[config.mk]
export PLATFORM = sky130hd
export DESIGN_NAME = sync_sequencer
export DESIGN_NICKNAME = d
export VERILOG_FILES = /design/src/rtl/ofdm_rx_pkg.sv /design/src/rtl/sync_sample_counter.sv /design/src/rtl/sync_sequencer.sv
export SDC_FILE = /design/constraint.sdc
export NUM_CORES = 1
export LEC_CHECK = 0
export CAP_MARGIN = 30
export CORE_MARGIN = 2
export CORE_UTILIZATION = 50
export DETAILED_ROUTE_END_ITERATION = 10
export MAX_ROUTING_LAYER = met4
export PLACE_DENSITY = 0.78
export SKIP_CTS_REPAIR_TIMING = 1
export SLEW_MARGIN = 20
export SYNTH_ARGS = -nofsm -noshare
export SYNTH_HDL_FRONTEND = slang
export SYNTH_SLANG_ARGS = --single-unit
[constraint.sdc]
create_clock -name Clk -period 3.2 [get_ports Clk]
set_input_delay 0.96 -clock Clk [delete_from_list [all_inputs] [get_ports Clk]]
set_output_delay 0.96 -clock Clk [all_outputs]
set_load 0.03 [all_outputs]
[src/rtl/ofdm_rx_pkg.sv]
// ----------------------------------------------------------------------------
// ofdm_rx_pkg
// Shared definitions for the OFDM receiver front end: frame-sync state
// encodings and the default preamble/symbol timing constants (in samples).
// No ports; imported with `import ofdm_rx_pkg::*;`.
// ----------------------------------------------------------------------------
package ofdm_rx_pkg;

  localparam int STS_TIMEOUT_DEF = 320;  // STS search budget
  localparam int LTS_LEN_DEF     = 160;  // long training, GI2 included
  localparam int LTS_GI_DEF      = 32;   // LTS guard length
  localparam int SYM_LEN_DEF     = 80;   // payload symbol, CP included
  localparam int CP_LEN_DEF      = 16;   // cyclic prefix

  // Encodings are visible on the State port, so they are fixed explicitly.
  typedef enum logic [2:0] {
    ST_IDLE       = 3'd0,
    ST_STS_SEARCH = 3'd1,
    ST_LTS        = 3'd2,
    ST_PAYLOAD    = 3'd3,
    ST_DONE       = 3'd4,
    ST_WAIT_LOW   = 3'd5
  } sync_state_e;

  function automatic int max3(input int a, input int b, input int c);
    int m;
    m = (a > b) ? a : b;
    return (m > c) ? m : c;
  endfunction

endpackage

[src/rtl/sync_sample_counter.sv]
// ----------------------------------------------------------------------------
// sync_sample_counter
// Enable-gated sample counter with synchronous clear and a terminal-count
// compare. Clear wins over enable.
// Ports:
//   clk, rst_n  : clock, asynchronous active-low reset
//   en_i        : count this cycle (a valid sample)
//   clr_i       : synchronous clear to 0
//   term_i      : terminal value to compare against
//   cnt_o       : current count
//   term_o      : en_i high and count equals term_i (last sample of a phase)
// ----------------------------------------------------------------------------
module sync_sample_counter #(
  parameter int W = 9
) (
  input  logic         clk,
  input  logic         rst_n,
  input  logic         en_i,
  input  logic         clr_i,
  input  logic [W-1:0] term_i,
  output logic [W-1:0] cnt_o,
  output logic         term_o
);

  logic [W-1:0] cnt_q, cnt_d;

  // NOTE: every signal written in always_comb gets a default first, so no
  // path leaves it unassigned and no latch is inferred.
  always_comb begin
    cnt_d = cnt_q;
    if (clr_i)     cnt_d = '0;
    else if (en_i) cnt_d = cnt_q + W'(1);
  end

  // NOTE: state registers use non-blocking assignments so every flop samples
  // pre-edge values regardless of block evaluation order.
  always_ff @(posedge clk or negedge rst_n) begin
    if (!rst_n) cnt_q <= '0;
    else        cnt_q <= cnt_d;
  end

  assign cnt_o  = cnt_q;
  assign term_o = en_i && (cnt_q == term_i);

endmodule

[src/rtl/sync_sequencer.sv]
// ----------------------------------------------------------------------------
// sync_sequencer
// Frame timing sequencer for an OFDM receiver: STS search, LTS window,
// payload symbol pacing, frame completion. All outputs are registered and
// assert on the edge after the sample that qualifies them.
// Optional feature: define SYNC_SEQ_TIMEOUT_EN to abandon the STS search after
// STS_TIMEOUT samples (SyncTimeout pulse). Without it the search waits
// indefinitely and SyncTimeout is tied low.
// Ports:
//   Clk, Rst_n   : clock (rising edge), asynchronous active-low reset
//   DataEnable   : sample valid / frame active; low aborts an active frame
//   PeakFinded   : STS end flag from the peak detector
//   SymbolNum    : payload symbol count, latched at the end of the LTS
//   FrameStart   : pulse, STS end accepted
//   LtsWindow    : high for LTS samples LTS_GI..LTS_LEN-1
//   SymbolStart  : pulse at the first post-CP sample of each payload symbol
//   SymbolIndex  : 0-based index of the current payload symbol
//   FrameDone    : pulse, all payload symbols consumed
//   SyncTimeout  : pulse, STS search expired
//   State        : current state encoding (ofdm_rx_pkg::sync_state_e)
// ----------------------------------------------------------------------------
module sync_sequencer
  import ofdm_rx_pkg::*;
#(
  parameter int STS_TIMEOUT = STS_TIMEOUT_DEF,
  parameter int LTS_LEN     = LTS_LEN_DEF,
  parameter int LTS_GI      = LTS_GI_DEF,
  parameter int SYM_LEN     = SYM_LEN_DEF,
  parameter int CP_LEN      = CP_LEN_DEF
) (
  input  logic       Clk,
  input  logic       Rst_n,
  input  logic       DataEnable,
  input  logic       PeakFinded,
  input  logic [7:0] SymbolNum,
  output logic       FrameStart,
  output logic       LtsWindow,
  output logic       SymbolStart,
  output logic [7:0] SymbolIndex,
  output logic       FrameDone,
  output logic       SyncTimeout,
  output logic [2:0] State
);

  localparam int CNT_W = $clog2(max3(STS_TIMEOUT, LTS_LEN, SYM_LEN));

  localparam logic [CNT_W-1:0] LTS_END = CNT_W'(LTS_LEN - 1);
  localparam logic [CNT_W-1:0] LTS_GI_C = CNT_W'(LTS_GI);
  localparam logic [CNT_W-1:0] SYM_END = CNT_W'(SYM_LEN - 1);
  localparam logic [CNT_W-1:0] CP_C    = CNT_W'(CP_LEN);
`ifdef SYNC_SEQ_TIMEOUT_EN
  localparam logic [CNT_W-1:0] STS_END = CNT_W'(STS_TIMEOUT - 1);
`endif

  sync_state_e      state_q, state_d;
  logic [7:0]       sym_idx_q, sym_idx_d;
  logic [7:0]       sym_num_q, sym_num_d;
  logic             frame_start_q, frame_start_d;
  logic             lts_win_q, lts_win_d;
  logic             sym_start_q, sym_start_d;
  logic             frame_done_q, frame_done_d;
  logic             sync_to_q, sync_to_d;

  logic [CNT_W-1:0] cnt;
  logic [CNT_W-1:0] cnt_term;
  logic             term_hit;
  logic             payload_wrap;
  logic             cnt_clr;

  // Terminal value depends only on the current state, keeping the compare
  // out of the next-state loop.
  always_comb begin
    cnt_term = LTS_END;
    case (state_q)
      ST_PAYLOAD:    cnt_term = SYM_END;
`ifdef SYNC_SEQ_TIMEOUT_EN
      ST_STS_SEARCH: cnt_term = STS_END;
`endif
      default:       cnt_term = LTS_END;
    endcase
  end

  always_comb begin
    state_d       = state_q;
    sym_idx_d     = sym_idx_q;
    sym_num_d     = sym_num_q;
    frame_start_d = 1'b0;
    lts_win_d     = 1'b0;
    sym_start_d   = 1'b0;
    sync_to_d     = 1'b0;
    payload_wrap  = 1'b0;

    unique case (state_q)
      ST_IDLE: begin
        if (DataEnable) state_d = ST_STS_SEARCH;
      end
      ST_STS_SEARCH: begin
        if (!DataEnable) begin
          state_d = ST_IDLE;
        end else if (PeakFinded) begin
          // Peak beats an expiry on the same sample.
          state_d       = ST_LTS;
          frame_start_d = 1'b1;
        end
`ifdef SYNC_SEQ_TIMEOUT_EN
        else if (term_hit) begin
          state_d   = ST_WAIT_LOW;
          sync_to_d = 1'b1;
        end
`endif
      end
      ST_LTS: begin
        if (!DataEnable) begin
          state_d = ST_IDLE;
        end else begin
          // The counter never passes LTS_END here, so only the lower bound
          // of the window needs checking.
          lts_win_d = (cnt >= LTS_GI_C);
          if (term_hit) begin
            sym_num_d = SymbolNum;
            sym_idx_d = 8'd0;
            state_d   = (SymbolNum == 8'd0) ? ST_DONE : ST_PAYLOAD;
          end
        end
      end
      ST_PAYLOAD: begin
        if (!DataEnable) begin
          state_d   = ST_IDLE;
          sym_idx_d = 8'd0;
        end else begin
          sym_start_d = (cnt == CP_C);
          if (term_hit) begin
            payload_wrap = 1'b1;
            if (sym_idx_q == sym_num_q - 8'd1) begin
              state_d   = ST_DONE;
              sym_idx_d = 8'd0;
            end else begin
              sym_idx_d = sym_idx_q + 8'd1;
            end
          end
        end
      end
      ST_DONE:     state_d = ST_WAIT_LOW;
      ST_WAIT_LOW: if (!DataEnable) state_d = ST_IDLE;
      default:     state_d = ST_IDLE;
    endcase

    // DONE lasts exactly one cycle, so the pulse is simply "entering DONE".
    frame_done_d = (state_d == ST_DONE);
  end

  // Every phase starts counting from zero; payload also restarts per symbol.
  assign cnt_clr = (state_d != state_q) || payload_wrap;

  sync_sample_counter #(.W(CNT_W)) u_cnt (
    .clk    (Clk),
    .rst_n  (Rst_n),
    .en_i   (DataEnable),
    .clr_i  (cnt_clr),
    .term_i (cnt_term),
    .cnt_o  (cnt),
    .term_o (term_hit)
  );

  always_ff @(posedge Clk or negedge Rst_n) begin
    if (!Rst_n) begin
      state_q       <= ST_IDLE;
      sym_idx_q     <= 8'd0;
      sym_num_q     <= 8'd0;
      frame_start_q <= 1'b0;
      lts_win_q     <= 1'b0;
      sym_start_q   <= 1'b0;
      frame_done_q  <= 1'b0;
      sync_to_q     <= 1'b0;
    end else begin
      state_q       <= state_d;
      sym_idx_q     <= sym_idx_d;
      sym_num_q     <= sym_num_d;
      frame_start_q <= frame_start_d;
      lts_win_q     <= lts_win_d;
      sym_start_q   <= sym_start_d;
      frame_done_q  <= frame_done_d;
      sync_to_q     <= sync_to_d;
    end
  end

  assign FrameStart  = frame_start_q;
  assign LtsWindow   = lts_win_q;
  assign SymbolStart = sym_start_q;
  assign SymbolIndex = sym_idx_q;
  assign FrameDone   = frame_done_q;
  assign SyncTimeout = sync_to_q;
  assign State       = state_q;

endmodule

==> metrics, run 1 <==
startpoint types=input pin; FF-to-FF End=SymbolIndex[4]; most frequent cells in the layout=dfrtp_1 (32), clkdlybuf4s50_1 (26), nand2_1 (18); setup TNS=0 ns; Post-synth EDFFs=0; slew of the pin with the lowest slew margin=0.7221 ns; met1 usage in global routing=28.73%; Final HPWL DP=2921 um; Slew HR=51.41%; initial antenna violation count=0; crit share post-route=90.69%; Rows=22; Routability Congestion=0.8335; critical path arrival=3.12 ns; Worst setup EP type=register; H-tree depth=2; cell depth of the worst min-delay path=1; cts bufs inserted=5; maxcap violations=0; flop-to-flop setup slack=0.51 ns; status=finished clean; Crit Path Class=in2reg; Synth cell types=46; met3 Track Usage GR=5.792%; sequential element share of the synthesized area=41.97%; grt peak-use layer=met2; ys flop type=dfrtp_1; DIE WIDTH=65.78 um; Max Buffers Root-to-Sink=2; GRT Util Overall=22.39%; Synth Warn #=0; commonest non-fill, non-tap cell in the layout=dfrtp_1; Final Hold Fails=0; total grt overflow=0; Area growth, synth to finish=21.18%; layout cells sized above 1=13.28%; Final ANT Viol Nets=0; crit path from=DataEnable; area occupied by multi-input gates=1001 um2; routed len/inst=13.92 um; Root Driver=clkbuf_8; Yosys reg bits=32; RSZ-0062 raised after global routing=no; drt initial violations=90; clock tree from TritonCTS=done; vias per inst=5.716; Max Freq=344.6 MHz; synthesized net count=226; Die Ht=65.78 um; CP max FO=9; fraction of registers with async set/reset=100.0%; Leak=0.9692 nW; final net count=257; total core area=3661 um2; router iterations before antenna repair=5; Starting Density=52.12%; DRT Wirelength=4024 um; pwr/cell area=396.9 nW/um2; PortBufs=26; Fillers=325; Die ar.=4326 um2; largest net degree at the start of global routing=33; Max IR drop VDD=243.2 uV; worst setup path end=u_cnt.cnt_o[1]; overall power=0.0009177 W; final worst path period need=2.902 ns; clock transition at the registers of the reported paths=0.06 ns; met2 Use GR=34.09%; Pins Over Slew Limit=0; first-pass GRT wire length=7258 um; Inserted Diodes=0; register area=800.8 um2; Avg Cell Area, Syn=9.086 um2; residual DRC count=0; Reg2Reg Depth=8; Critical Path RT=3.42 ns; Sinks on Clock Net=32; final setup vio count=0; IO Pins=28; number of global-route vias before repair=1646; via count=1652; Syn Inst Count=210; worst r2r src=sym_num_q[0]; Worst Hold Class=reg2reg; Synth Cell Area=1908 um2; Skew-Pair Late Insertion Delay=0.29 ns; Fin Clk Skew=0.01212 ns
[worst max-delay path, stage by stage]
cell             delay, ns
clkdlybuf4s50_1       0.49
nand4_1               0.10
or4_1                 0.53
or3b_1                0.41
a311o_1               0.32
buf_4                 0.19
nor2_2                0.11
[Yosys cell counts (all sizes together), types with 2 or more instances]
master | count | area (um2)
ha | 4 | 50.05
xnor2 | 6 | 52.55
nand2 | 18 | 67.56
mux2i | 2 | 20.02
a22oi | 2 | 15.01
a31oi | 3 | 18.77
o22ai | 2 | 12.51
a2111oi | 3 | 26.28
nor4 | 5 | 31.28
nor2 | 22 | 105.1
xor2 | 9 | 78.83
clkbuf | 4 | 15.01
dfrtp | 32 | 800.8
o21ai | 9 | 45.04
a21o | 3 | 22.52
or3b | 2 | 17.52
or2 | 2 | 12.51
nand3 | 11 | 55.05
a21oi | 6 | 30.03
nand4 | 4 | 25.02
a32oi | 2 | 17.52
inv | 12 | 45.04
mux2 | 4 | 45.04
buf | 7 | 46.29
o211ai | 3 | 22.52
nand2b | 4 | 25.02
nor3 | 7 | 35.03
and3 | 5 | 31.28
nor2b | 2 | 12.51
a311o | 2 | 20.02
o41ai | 2 | 17.52
[cells by family after synthesis]
family / share of synthesized area, %
and+or+nand+nor: 23.21
other: 0.1965
xor gates and xnor gates: 6.885
adders and majority gates: 2.623
muxes: 3.410
AOI/OAI and AO/OA: 16.13
buffers and inverters: 5.573
DFF: 41.97
[where the power goes]
group / total, W / internal (W) / switching [W] / leakage [nW]
Sequential: 0.000452 / 0.000421 / 0.0000308 / 0.421
Clock: 0.000292 / 0.000148 / 0.000145 / 0.0410
Combinational: 0.000174 / 0.0000727 / 0.000101 / 0.507
Total: 0.000918 / 0.000641 / 0.000276 / 0.969
[per-layer routing]
layer / wire [um] / part of all wire (%)
met1: 1888 / 47
met5: 0 / 0
met2: 1837 / 46
met4: 78 / 1.9
met3: 220 / 5.5
[sequential cells by signal, summed over array words and instances, names as in the netlist]
register	cells
SymbolStart	1
sym_num_q	8
LtsWindow	1
FrameStart	1
u_cnt.cnt_o	9
SymbolIndex	8
FrameDone	1
State	3
[through the flow]
stage | setup slack, ns | hold slack, ns | area (um2) | util (%) | cells
floorplan | 0.2602 | 0.4690 | 1908 | - | 210
global placement | 0.05764 | 0.5012 | 2235 | 61.04 | 282
detailed placement | 0.009416 | 0.5082 | 2235 | 61.04 | 282
CTS | 0.3040 | 0.5168 | 2312 | 63.16 | 289
global route | 0.1526 | 0.5479 | 2312 | 63.16 | 289
finish | 0.2981 | 0.5205 | 2312 | 63.16 | 289
[cell type report]
type	count	share of cell area [%]
Timing Repair Buffer	35	14.18
Tap cell	48	2.597
Clock inverter	1	0.2164
Sequential cell	32	34.63
Multi-Input combinational cell	155	43.29
Clock buffer	6	3.139
Inverter	12	1.948
[how the worst min path moves through the flow]
stage,to,slack [ns],start
after global routing,u_cnt.cnt_o[8],0.55,u_cnt.cnt_o[8]
after detailed placement,SymbolStart,0.51,u_cnt.cnt_o[3]
after floorplan,SymbolStart,0.47,u_cnt.cnt_o[3]
final,SymbolStart,0.52,u_cnt.cnt_o[3]
after CTS,SymbolStart,0.52,u_cnt.cnt_o[3]
after global placement,SymbolStart,0.50,u_cnt.cnt_o[3]
No activity file was read; power rests on OpenSTA's default activity.
==> inputs of run 2 (changes only) <==
- CAP_MARGIN: 30 -> 15
- SYNTH_HIERARCHICAL: unset -> 1
==> metrics, run 2 <==
Area contributors post-synth=dfrtp_1 (40%), xnor2_1 (7.8%), mux2_2 (5.0%); maxcap violations=0; Max Buffers Root-to-Sink=2; Leak=1.111 nW; Skew-Pair Late Insertion Delay=0.29 ns; Synth cell types=45; Max IR drop VDD=383.6 uV; via count=1739; Flop pwr share=38.2%; total grt overflow=0; Inserted Diodes=0; most frequent cells in the layout=dfrtp_1 (32), clkdlybuf4s50_1 (26); clock tree from TritonCTS=done; Starting Density=51.19%; Routability Congestion=0.9076; clock power share=25.7%; IO Pins=28; Synth top area share=39.68%; crit share post-route=94.77%; Syn Inst Count=214; Placement Setup Slack=-0.1745 ns; flop-to-flop setup slack=0.28 ns; combinational group share of total power=36.1%; Rows=23; Post-synth EDFFs=0; Crit Path Class=in2reg; Crit path max-delay family=simple AND/OR/NAND/NOR gates; commonest non-fill, non-tap cell in the layout=dfrtp_1; worst setup path end=u_cnt/cnt_o[7]; CP bufs+invs=2; DRT Wirelength=4562 um; crit path from=SymbolNum[3]; Reg2Reg Depth=13; Die ar.=4560 um2; PortBufs=26; Hold WS=0.5483 ns; Root Driver=clkbuf_8; drt initial violations=98; clock transition at the registers of the reported paths=0.06 ns; Worst Hold Class=reg2reg; layout cells sized above 1=17.18%; slowest CP cell=or4_1; final worst path period need=3.032 ns; Pint=0.0008204 W; fin worst setup slack=0.1675 ns; total core area=3943 um2; status=finished clean; Max Freq=329.8 MHz; DIE WIDTH=67.53 um; Avg Cell Area, Syn=9.431 um2; non-filler cells, final=312; crit-path cells=clkdlybuf4s50_1 -> nor4_1 -> buf_4 -> nand4_1 -> a21oi_1 -> nor2_1 -> a21oi_2 -> o21ai_1 -> or4_1 -> a21oi_1; cts bufs inserted=5; first-pass GRT wire length=7596 um; cell repeated most along the worst path=a21oi_1; final net count=276; Final ANT Viol Nets=0; Die Ht=67.53 um; number of global-route vias before repair=1537; critical path depth=10; Sinks on Clock Net=32; final setup vio count=0; Worst setup EP type=register; residual DRC count=0; Synth Warn #=6; H-tree depth=2; GRT Util Overall=23.20%; vias per inst=5.574; pwr/cell area=498.4 nW/um2; Switching Power=0.0004499 W; sw frac=35.41%; routed len/inst=14.62 um; FF-to-FF End=u_cnt/cnt_o[7]; worst r2r src=State[2]; Critical Path RT=3.40 ns; critical path arrival=3.23 ns; router iterations before antenna repair=5; Area growth, synth to finish=26.29%; sequential element share of the synthesized area=39.68%; ys flop type=dfrtp_1; leading area contributor after synthesis=dfrtp_1; Yosys reg bits=32; initial antenna violation count=0; overall power=0.001270 W; Fin Clk Skew=0.01412 ns; startpoint types=input pin; Util after Layout=64.65%; Synth Cell Area=2018 um2; largest net degree at the start of global routing=33; most instantiated cells after synthesis=dfrtp_1 (32), nand2_1 (18), nor2_1 (18), xnor2_1 (18), a21oi_1 (16); Final Hold Fails=0; Final HPWL DP=3321 um; max incr delay on CP=0.53 ns; placed insts=304; most numerous cell in the Yosys netlist=dfrtp_1; number of flip-flops under the largest register name=9; CP max FO=3; fraction of registers with async set/reset=100.0%; Pins Over Slew Limit=0
[run 2: cell count changes after synthesis, moves of 4 or more]
cell,previous run,this run
nand4_1,4,8
o21ai_0,9,4
a221o_1,0,5
mux2_2,4,9
and3_1,5,0
xnor2_1,6,18
a21oi_1,6,16
nor2_1,13,18
nor2_2,9,0
inv_1,12,6
[run 2: how the worst min path moves through the flow]
stage          cells past startpoint    startpoint  slack (ns)            to
2_1_floorplan                      1  sym_num_q[7]        0.50  sym_num_q[7]
3_3_place_gp                       1  sym_num_q[7]        0.53  sym_num_q[7]
3_5_place_dp                       1  sym_num_q[7]        0.54  sym_num_q[7]
4_1_cts                            1  sym_num_q[7]        0.55  sym_num_q[7]
5_1_grt                            1  sym_num_q[7]        0.59  sym_num_q[7]
6_report                           1  sym_num_q[7]        0.55  sym_num_q[7]
[run 2: cells by family after synthesis]
| logic type | count (synthesis) | share of synthesized area [%] |
|---|---|---|
| muxes | 10 | 5.518 |
| DFF | 32 | 39.68 |
| and+or+nand+nor | 83 | 22.07 |
| xor gates and xnor gates | 25 | 10.85 |
| adders and majority gates | 3 | 1.860 |
| buffers and inverters | 15 | 3.471 |
| other | 2 | 0.3721 |
| AOI/OAI and AO/OA | 44 | 16.18 |
[run 2: worst reg2reg max path: cells and delay by family, from the launching register on]
family	cells	cell delay [ns]
buffers and inverters	1	0.09
and+or+nand+nor	7	1.50
DFF	1	0.44
AOI/OAI and AO/OA	4	0.69
xor gates and xnor gates	1	0.11
[run 2: layout make-up]
type                            instances  area, um2
Timing Repair Buffer                   44      395.4
Fill cell                             314       1394
Inverter                                6      22.52
Tap cell                               50      62.56
Clock buffer                            8      90.09
Sequential cell                        32      800.8
Multi-Input combinational cell        172       1177
[run 2: routing by layer]
layer | track usage [%] | share of wire, % | wire length [um] | vias to the layer above
li1 | - | - | - | 853
met5 | - | 0 | 0 | -
met3 | 5.000 | 5.2 | 239 | 8
met2 | 33.46 | 46 | 2102 | 53
met4 | 8.929 | 1.8 | 84 | 0
met1 | 31.82 | 47 | 2135 | 825
[run 2: power by group through the flow]
stage	logic, W	clock network (W)	registers, W
after global placement	0.000439	0	0.000489
after detailed placement	0.000445	0	0.000491
after floorplan	0.000232	0	0.000523
after global routing	0.000506	0.000350	0.000491
after CTS	0.000447	0.000335	0.000484
final	0.000458	0.000327	0.000485
[run 2: through the flow]
stage                     instance area [um2]  setup TNS, ns
final                                    2549              0
after CTS                                2537              0
after global routing                     2549       -0.01870
after global placement                   2447        -0.3287
after floorplan                          2037              0
after detailed placement                 2447        -0.6905
